**src/rtl/divider_pkg.sv**
```systemverilog
// -----------------------------------------------------------------------------
// divider_pkg
// Shared types and constants for the iterative restoring divider.
//   WIDTH      : operand width in bits
//   ITERATIONS : number of radix-2 steps per division (one per quotient bit)
//   CNT_W      : width of the iteration counter (must hold ITERATIONS itself)
//   state_t    : controller states
//   word_t     : operand / result word
//   rem_t      : remainder accumulator, one bit wider than an operand so the
//                compare against the divisor can never overflow
//   count_t    : iteration counter
// -----------------------------------------------------------------------------
package divider_pkg;

    parameter int WIDTH      = 32;
    localparam int ITERATIONS = WIDTH;
    localparam int CNT_W      = 6;

    typedef enum logic [1:0] {
        IDLE = 2'd0,
        BUSY = 2'd1,
        DONE = 2'd2
    } state_t;

    typedef logic [WIDTH-1:0] word_t;
    typedef logic [WIDTH:0]   rem_t;
    typedef logic [CNT_W-1:0] count_t;

endpackage

```
**src/rtl/divider_iterative_if.sv**
```systemverilog
// -----------------------------------------------------------------------------
// divider_iterative_if
// Operand and result handshakes of the iterative divider.
//   in_valid  / in_ready  : operand pair a, b is transferred on a rising edge
//                           where both are 1.
//   out_valid / out_ready : result q, r is transferred on a rising edge where
//                           both are 1.
// Handshake rule (both channels): a transfer happens on exactly those edges
// where valid and ready are both 1; the producer holds its data while valid is
// 1, and ready/valid of the divider are decoded from registered state only, so
// neither depends combinationally on the other side's signals.
// Modports:
//   master : the client (drives operands, consumes results)
//   slave  : the divider
// -----------------------------------------------------------------------------
interface divider_iterative_if;
    import divider_pkg::*;

    logic  in_valid;
    logic  in_ready;
    word_t a;
    word_t b;
    logic  out_valid;
    logic  out_ready;
    word_t q;
    word_t r;

    modport master (
        output in_valid, a, b, out_ready,
        input  in_ready, out_valid, q, r
    );

    modport slave (
        input  in_valid, a, b, out_ready,
        output in_ready, out_valid, q, r
    );

endinterface

```
**src/rtl/divider_iterative_step.sv**
```systemverilog
// -----------------------------------------------------------------------------
// divider_step
// One combinational radix-2 restoring division iteration.
//   i_rem     : current remainder accumulator
//   i_divisor : divisor
//   i_bit     : next dividend bit (MSB first)
//   o_rem     : remainder after shift and conditional subtract
//   o_q_bit   : quotient bit produced by this iteration
// -----------------------------------------------------------------------------
module divider_step
    import divider_pkg::*;
(
    input  rem_t  i_rem,
    input  word_t i_divisor,
    input  logic  i_bit,
    output rem_t  o_rem,
    output logic  o_q_bit
);

    rem_t w_shifted;
    rem_t w_divisor_ext;
    logic w_ge;

    assign w_shifted     = {i_rem[WIDTH-1:0], i_bit};
    assign w_divisor_ext = {1'b0, i_divisor};

    // A set top bit in the incoming accumulator would shift out of w_shifted;
    // the true shifted value is then certainly >= the divisor. In normal
    // operation that bit stays 0 because the remainder is always < divisor.
    assign w_ge    = i_rem[WIDTH] | (w_shifted >= w_divisor_ext);
    assign o_rem   = w_ge ? (w_shifted - w_divisor_ext) : w_shifted;
    assign o_q_bit = w_ge;

endmodule

```
**src/rtl/divider_iterative.sv**
```systemverilog
// -----------------------------------------------------------------------------
// divider_iterative
// Unsigned 32-bit iterative restoring divider, one quotient bit per clock.
// Fixed latency: operands accepted on edge E0, steps on E1..E32, result valid
// after E32 and held until consumed. Division by zero yields q = all ones,
// r = a (the natural restoring result).
//   clk         : clock, all state on rising edge
//   reset       : synchronous active-high reset
//   bus         : slave side of divider_iterative_if (operands in, result out)
//   o_dbg_state : current controller state, for observation only
// -----------------------------------------------------------------------------
module divider_iterative
    import divider_pkg::*;
(
    input  logic                  clk,
    input  logic                  reset,
    divider_iterative_if.slave    bus,
    output state_t                o_dbg_state
);

    state_t r_state;
    state_t w_next_state;

    word_t  r_dividend;
    word_t  r_divisor;
    word_t  r_quot;
    rem_t   r_rem;
    count_t r_count;

    rem_t   w_step_rem;
    logic   w_q_bit;
    logic   w_last_step;

    // Step 32 is the one taken while the counter still reads 31.
    assign w_last_step = (r_state == BUSY) && (r_count == count_t'(ITERATIONS - 1));

    // The dividend register shifts left each step, so its MSB is always the
    // next dividend bit to bring into the remainder.
    divider_step u_step (
        .i_rem     (r_rem),
        .i_divisor (r_divisor),
        .i_bit     (r_dividend[WIDTH-1]),
        .o_rem     (w_step_rem),
        .o_q_bit   (w_q_bit)
    );

    // State register
    always_ff @(posedge clk) begin
        if (reset) begin
            r_state <= IDLE;
        end else begin
            r_state <= w_next_state;
        end
    end

    // Next-state logic
    always_comb begin
        w_next_state = r_state;
        case (r_state)
            IDLE: begin
                if (bus.in_valid) begin
                    w_next_state = BUSY;
                end
            end
            BUSY: begin
                if (w_last_step) begin
                    w_next_state = DONE;
                end
            end
            DONE: begin
                if (bus.out_ready) begin
                    w_next_state = IDLE;
                end
            end
            default: begin
                w_next_state = IDLE;
            end
        endcase
    end

    // Datapath: operand capture and one restoring step per BUSY cycle.
    always_ff @(posedge clk) begin
        if (reset) begin
            r_dividend <= '0;
            r_divisor  <= '0;
            r_quot     <= '0;
            r_rem      <= '0;
            r_count    <= '0;
        end else begin
            case (r_state)
                IDLE: begin
                    if (bus.in_valid) begin
                        r_dividend <= bus.a;
                        r_divisor  <= bus.b;
                        r_quot     <= '0;
                        r_rem      <= '0;
                        r_count    <= '0;
                    end
                end
                BUSY: begin
                    r_rem      <= w_step_rem;
                    r_dividend <= {r_dividend[WIDTH-2:0], 1'b0};
                    r_quot     <= {r_quot[WIDTH-2:0], w_q_bit};
                    // Saturate at ITERATIONS so the counter never wraps.
                    if (r_count != count_t'(ITERATIONS)) begin
                        r_count <= r_count + count_t'(1);
                    end
                end
                default: begin
                    // DONE holds q and r stable until consumed.
                end
            endcase
        end
    end

    assign bus.in_ready  = (r_state == IDLE);
    assign bus.out_valid = (r_state == DONE);
    assign bus.q         = r_quot;
    assign bus.r         = r_rem[WIDTH-1:0];
    assign o_dbg_state   = r_state;

endmodule

```
**src/flat_wrapper.sv**
```systemverilog
// flat-port wrapper written by rule: the top's interface ports become plain ports
module divider_iterative_flat import divider_pkg::*;
  (clk, reset, o_dbg_state, bus_in_valid, bus_a, bus_b, bus_out_ready, bus_in_ready, bus_out_valid, bus_q, bus_r);
  divider_iterative_if bus_i ();
  input  logic clk;
  input  logic reset;
  output state_t o_dbg_state;
  input wire logic [$bits(bus_i.in_valid)-1:0] bus_in_valid;
  input wire logic [$bits(bus_i.a)-1:0] bus_a;
  input wire logic [$bits(bus_i.b)-1:0] bus_b;
  input wire logic [$bits(bus_i.out_ready)-1:0] bus_out_ready;
  output wire logic [$bits(bus_i.in_ready)-1:0] bus_in_ready;
  output wire logic [$bits(bus_i.out_valid)-1:0] bus_out_valid;
  output wire logic [$bits(bus_i.q)-1:0] bus_q;
  output wire logic [$bits(bus_i.r)-1:0] bus_r;
  assign bus_i.in_valid = bus_in_valid;
  assign bus_i.a = bus_a;
  assign bus_i.b = bus_b;
  assign bus_i.out_ready = bus_out_ready;
  assign bus_in_ready = bus_i.in_ready;
  assign bus_out_valid = bus_i.out_valid;
  assign bus_q = bus_i.q;
  assign bus_r = bus_i.r;
  divider_iterative u_core (.clk(clk), .reset(reset), .bus(bus_i), .o_dbg_state(o_dbg_state));
endmodule
```
**config.mk**
```make
export PLATFORM = sky130hd
export DESIGN_NAME = divider_iterative_flat
export DESIGN_NICKNAME = d
export VERILOG_FILES = /design/src/rtl/divider_pkg.sv /design/src/rtl/divider_iterative_if.sv /design/src/rtl/divider_iterative_step.sv /design/src/rtl/divider_iterative.sv /design/src/flat_wrapper.sv
export SDC_FILE = /design/constraint.sdc
export NUM_CORES = 1
export LEC_CHECK = 0
export BUFFER_PORTS_ARGS = -buffer_cell sky130_fd_sc_hd__buf_2
export CAP_MARGIN = 25
export CELL_PAD_IN_SITES_DETAIL_PLACEMENT = 0
export CELL_PAD_IN_SITES_GLOBAL_PLACEMENT = 2
export CORE_AREA = 2 2 151 153
export DETAILED_ROUTE_END_ITERATION = 10
export DIE_AREA = 0 0 153 155
export PLACE_DENSITY_LB_ADDON = 0.1
export SLEW_MARGIN = 10
export SYNTH_ARGS = -nofsm -noshare
export SYNTH_HDL_FRONTEND = slang
export SYNTH_HIERARCHICAL = 1
export SYNTH_SLANG_ARGS = --single-unit
```
**constraint.sdc**
```tcl
create_clock -name clk -period 6.49 [get_ports clk]
set_input_delay 0.649 -clock clk [delete_from_list [all_inputs] [get_ports clk]]
set_output_delay 0.649 -clock clk [all_outputs]
set_load 0.05 [all_outputs]
```
### Word-level counts from Yosys, hierarchy flattened

Index checks and enable logic that the tools add are counted.

| storage, ports and cells | value |
|---|---|
| bits in registers | 137 |
| latch bits | 0 |
| bits in writable memories | 0 |
| bits in read-only memories | 0 |
| bits of input ports | 68 |
| output and inout bits | 68 |
| logic and storage cells | 39 |
| memories kept | 0 |

| operators by class | value |
|---|---|
| add/subtract/negate cells | 2 |
| multipliers | 0 |
| divide/modulo/power cells | 0 |
| $lt $le $gt $ge | 1 |
| eq/ne operators | 8 |
| shift-type cells | 0 |
| mux-type cells | 14 |
| bitwise gates (word level) | 1 |
| reductions and logical operators | 7 |

Operators with widths:

| cell | number |
|---|---|
| case mux 32 bit (2 select lines) | 2 |
| 2-to-1 mux 33 bit | 2 |
| case mux 33 bit (2 select lines) | 1 |
| 2-to-1 mux 32 bit | 2 |
| greater-or-equal comparator 33 x 32 -> 1 bit | 1 |
| subtractor 33 x 32 -> 33 bit | 1 |
| 2-to-1 mux 6 bit | 2 |
| case mux 6 bit (2 select lines) | 1 |
| adder 6 x 1 -> 6 bit, second input constant | 1 |
| == test 6 x 5 -> 1 bit, second input constant | 1 |
| 2-to-1 mux 2 bit | 3 |
| != test 2 bit, second input constant | 3 |
| != test 6 bit, second input constant | 1 |
| case mux 2 bit (3 select lines) | 1 |
| AND reduction 3 bit | 2 |
| AND reduction 2 bit | 2 |
| == test 2 x 1 -> 1 bit, second input constant | 1 |
| == test 2 bit, second input constant | 1 |
| logical NOT 2 bit | 1 |
| != test 2 x 1 -> 1 bit, second input constant | 1 |
| nonzero test 2 bit | 1 |
| logical AND 1 bit | 1 |
| bitwise OR 1 bit | 1 |

### Depth between registers and ports, before layout

| depth | value |
|---|---|
| depth in word-level cells | 4 |
| gate-level depth with buffers | 16 |
| depth with buffers taken out | 13 |

### Cells and area by module

Netlist, hierarchy kept.

By module, submodules not included:

| module | times used | cells each | area an instance (um2) | sequential area each (um2) |
|---|---|---|---|---|
| divider_iterative | 1 | 584 | 5345.1 | 2742.6 |
| divider_step | 1 | 334 | 2513.7 | 0.0 |

### Worst setup path before layout

Ideal clock, no wire load.

| path | value |
|---|---|
| path type | reg-to-reg |
| start | reg u_core.r_dividend[31] |
| end | reg u_core.r_rem[30] |
| library setup time | 0.128 ns |
| arrival | 2.717 ns |
| data required time | 6.362 ns |
| path slack | 3.646 ns |
| cell stages (with the launch flop) | 14 |
| buffers on the path | 0 |
| clock period less this slack | 2.844 ns |
| cell sequence | dfxtp_1 > inv_1 > ha_1 > fa_1 > nor2b_1 > o31a_1 > nor2_1 > o31ai_2 > a311oi_2 > or3_1 > a211oi_1 > mux2i_1 > a22oi_1 > nor2_1 |

| between the ends | value |
|---|---|
| word-level cells in the longest chain between the ends | 4 |
| elaborated cells between the ends (all ways) | 5 |
| classes of those cells | 1 x add/sub; 1 x order compare; 2 x mux; 1 x bitwise |

Ends and longest elaborated chain:

| what | line | source |
|---|---|---|
| start, declared | divider_iterative.sv:24 | `word_t r_dividend;` |
| start signal, assigned | divider_iterative.sv:93 | `r_dividend <= bus.a;` |
| start signal, assigned | divider_iterative.sv:102 | `r_dividend <= {r_dividend[WIDTH-2:0], 1'b0};` |
| greater-or-equal comparator 33 x 32 -> 1 bit | divider_iterative_step.sv:30 | `assign w_ge = i_rem[WIDTH] \| (w_shifted >= w_divisor_ext);` |
| bitwise OR 1 bit | divider_iterative_step.sv:30 |  |
| 2-to-1 mux 33 bit * | divider_iterative_step.sv:31 | `assign o_rem = w_ge ? (w_shifted - w_divisor_ext) : w_shifted;` |
| net u_core.w_step_rem[30] | divider_iterative.sv:30 | `rem_t w_step_rem;` |
| case mux 33 bit (2 select lines) * | divider_iterative.sv:90 | `case (r_state)` |
| end signal, assigned | divider_iterative.sv:101 | `r_rem <= w_step_rem;` |
| end, declared | divider_iterative.sv:27 | `rem_t r_rem;` |

The timed path passes the listed nets; every way through them passes the cells marked *.
A chain may end at the register's enable or synchronous reset.

### Final worst setup path

| path | value |
|---|---|
| start | reg u_core.r_divisor[24] |
| end | reg u_core.r_rem[6] |

| between the ends | value |
|---|---|
| word-level cells in the longest chain between the ends | 4 |

Ends and longest elaborated chain:

| what | line | source |
|---|---|---|
| start, declared | divider_iterative.sv:25 | `word_t r_divisor;` |
| start signal, assigned | divider_iterative.sv:94 | `r_divisor <= bus.b;` |
| greater-or-equal comparator 33 x 32 -> 1 bit | divider_iterative_step.sv:30 |  |
| bitwise OR 1 bit | divider_iterative_step.sv:30 |  |
| net u_core.w_q_bit | divider_iterative.sv:31 | `logic w_q_bit;` |
| 2-to-1 mux 33 bit | divider_iterative_step.sv:31 |  |
| net u_core.w_step_rem[6] | divider_iterative.sv:30 |  |
| case mux 33 bit (2 select lines) | divider_iterative.sv:90 |  |

The timed path passes the listed nets, and every way through them passes these cells.

==> impl_results.md <==
* Power Density at ~480 mW/mm2
* Max H-tree Level at 4
* FF+latch area at ~0.0027 mm2
* Initial core utilization at 0.3536
* Total GRT Usage at 0.1659
* RePlAce Congestion at between 0.7 and 0.8
* Flop2flop setup slack at around 3000 ps
* Critical path class: flop to flop
* Mean Syn Cell Area at between 8 and 9 um2
* Worst r2r src: u_core/r_divisor[24]$_SDFFE_PP0P_
* Status: complete, no violations
* F_max at between 0.2 and 0.3 GHz
* # DRC at 0
* CTS tree: yes
* Yosys reg bits at 137
* Synth Area in Simple Gates at 0.1713
* RSZ-0062 raised after global routing: false
* Largest family of logic cells by synthesized area: compound AO/OA/AOI/OAI gates
* Crit path time final at 3512 ps
* Min-Delay Path Class: primary input to flop
* Core Area at between 0.02 and 0.025 mm2
* Ys flop type: dfxtp_1
* Share of layout cells above drive strength 1 at 0.2138
* Sequential area share after synthesis at 0.3490
* Crit path DAT at 3790 ps
* CTS clock-pin slew for the worst setup and hold paths at ~70 ps
* Initial antenna violation count at 3
* Detail Route Antenna Nets at 0
* Via Count at about 6.6k
* Post-synth cell types at 66
* WL final at just under 20000 um
* Initial drt markers at 342
* Reg2reg end: u_core/r_rem[6]$_SDFFE_PP0P_
* FILL cells at between 2k and 2.5k
* Largest net degree at the start of global routing at 87
* Rel. slew slack at 0.3481
* I/O Buffers at about 140
* DR WL/cell at between 15 and 20 um
* Row Count at between 50 and 60
* Yosys top cell by area: dfxtp_1
* Worst VDD drop at between 200 and 300 uV
* Area taken by multi-input logic gates at between 0.004 and 0.005 mm2
* Period utilisation layout at 0.5412
* Worst clock skew at roughly 10 ps
* TritonRoute pass-1 iters at 6
* Synth top area cells: dfxtp_1, nor2_1, a22oi_1
* Critical Path RT at 6770 ps
* Global-route wire length before repair at ~33000 um
* Latest clock arrival within the worst-skew pair at ~420 ps
* Post-synthesis adder-cell area fraction at 0.05668
* Pins over their slew limit at 0
* Via density at roughly 5
* Clock Path Buffers at 2
* CTS sink cnt at 137
* Area Overhead vs Synth at 13.77%
* R2R cell count at 13
* Vias in the first global route at about 6.4k
* Ys async rst share at 0
* CP Max Fanout at 30
* Worst Setup End Kind: flop
* Mapped Nets at slightly above 1k
* Final Hold Fails at 0
* CTS Hold Bufs at 0
* Hold Path End: u_core/r_divisor[25]$_SDFFE_PP0P_
* Mux contribution to synthesized area at 0.1006
* # resized after CTS at 0
* Setup violators final at 0
* Root Driver: clkbuf_16
* Number of max-cap violations at 0
* TNS Setup at 0 ps
* Synth Area in Compound Gates at 0.1955
* Xor/xnor share of the synthesized area at 0.02563
* Worst hold stages at 3
* Leak at slightly below 4 nW
* PnR Total Power at roughly 0.0043 W
* Yosys top cell area share at 0.3490
* Mapped Area at between 0.007 and 0.008 mm2
* Worst Hold Launch: bus_b[25]
* Mapped Cells at 918
* IO Pins at ~140
* EDFF count, synth at 0
* Die Span Y at 155 um
* Post-CTS Setup Inserts at 0
* Post-DP HPWL at between 10000 and 15000 um
* Worst-margin pin slew at 977.9 ps
* Cts bufs inserted at 17
* Synth Warn # at 6
* Grt total ovfl at 0
* Fin nets at approximately 1.1k
* Die width at between 150 and 200 um
* Total die area at between 0.02 and 0.025 mm2
* Worst setup SP type: flop
==> routing by layer <==
layer  up-vias  track usage  wire (um)
met2       127       0.2652       8772
met5         -            0         13
met3        12      0.04429       1003
li1       3366            -          -
met1      3086       0.2227       9665
met4         2      0.04365        159
==> layout by cell type, fill, tap and decap left out, types with 5 or more instances in the layout <==
cell,instances
nand2_1,90
mux2_4,26
clkbuf_16,17
or3_1,5
nor2_1,152
buf_2,134
o21ai_0,15
a311oi_1,34
dfxtp_1,137
mux2i_1,40
and3_1,5
xnor2_1,16
ha_1,34
inv_1,50
xor2_1,7
a21o_1,5
buf_4,7
o21a_1,9
nor3_1,8
a21oi_1,26
nand3_1,15
o2111ai_1,5
a22oi_1,67
inv_6,6
nor2b_1,8
==> sequential cells by signal (all words and copies together) (netlist names) <==
| register | flops |
|---|---|
| u_core/bus.q | 32 |
| u_core/o_dbg_state | 2 |
| u_core/r_count | 6 |
| u_core/r_dividend | 32 |
| u_core/r_divisor | 32 |
| u_core/r_rem | 33 |
==> cell usage after synthesis (all sizes together), types with 2 or more instances <==
library cell  number
nor2             152
dfxtp            137
nand2             90
buf               72
a22oi             67
inv               51
mux2i             40
a311oi            35
ha                34
a21oi             31
mux2              26
clkbuf            18
o21ai             17
nand3             16
xnor2             16
nor2b              9
o21a               9
nor3               8
xor2               7
and3               6
a21o               5
o2111ai            5
o21bai             5
o31ai              5
or3                5
a211oi             4
nand2b             4
nand4              4
a31oi              3
a41oi              3
nor4               3
nor4b              3
o211ai             3
o311ai             3
a21boi             2
and2               2
nor3b              2
o31a               2
==> layout make-up <==
type | count | area share
multi-input combinational | 640 | 0.4859
clock buffer | 17 | 0.04758
clock inverter | 15 | 0.01679
timing repair buffer | 141 | 0.08088
tap | 285 | 0.03988
inverter | 51 | 0.02197
sequential | 137 | 0.3067
antenna | 1 | 0.0002799
==> worst max-delay path by stage <==
| stage | slack, ps | from | end | cells after the start |
|---|---|---|---|---|
| final | 2980 | u_core/r_divisor[24]$_SDFFE_PP0P_ | u_core/r_rem[6]$_SDFFE_PP0P_ | 13 |
| after global routing | 2760 | u_core/r_divisor[24]$_SDFFE_PP0P_ | u_core/r_rem[25]$_SDFFE_PP0P_ | 13 |
| after CTS | 2960 | u_core/r_rem[23]$_SDFFE_PP0P_ | u_core/r_rem[22]$_SDFFE_PP0P_ | 12 |
| after detailed placement | 2970 | u_core/r_rem[23]$_SDFFE_PP0P_ | u_core/r_rem[25]$_SDFFE_PP0P_ | 12 |
| after global placement | 2910 | u_core/r_rem[23]$_SDFFE_PP0P_ | u_core/r_rem[23]$_SDFFE_PP0P_ | 12 |
| after floorplan | 3650 | u_core/r_dividend[31]$_SDFFE_PP0P_ | u_core/r_rem[30]$_SDFFE_PP0P_ | 13 |
==> logic make-up (layout without fill, tap and decap cells) <==
group	after synthesis	count (layout)
AOI/OAI and AO/OA	205	205
xor gates and xnor gates	23	23
adders and majority gates	35	35
buffers and inverters	141	224
DFF	137	137
muxes	66	66
other	0	1
and+or+nand+nor	311	311
==> critical path, stage by stage (launching register included) <==
cell and delay [ps]:
dfxtp_1 330, inv_1 40, ha_1 510, nand2_1 230, o21ai_2 240, a221o_1 220
a21oi_4 100, or3_1 310, o21a_1 130, and3_1 310, inv_6 380, mux2_4 340
a22oi_1 150, nor2_1 60
==> per-stage QoR <==
stage               instances  area [um2]    util  setup slack [ps]  hold slack [ps]
CTS                      1286        8939  0.4021              2956            434.3
global route             1286        8939  0.4021              2758            447.9
finish                   1287        8941  0.4023              2978            456.1
floorplan                 918        7859       -              3646            454.5
global placement         1254        8363  0.3762              2914            463.3
detailed placement       1254        8363  0.3762              2973            467.5
==> power breakdown <==
| part | switching [W] | leakage, nW | total (W) | internal [W] |
|---|---|---|---|---|
| Clock | 0.000445 | 0.278 | 0.000957 | 0.000511 |
| Combinational | 0.00127 | 2.52 | 0.00235 | 0.00108 |
| Sequential | 0.0000707 | 1.12 | 0.000993 | 0.000923 |
| Total | 0.00178 | 3.91 | 0.00430 | 0.00252 |
No activity file was read; power rests on OpenSTA's default activity.
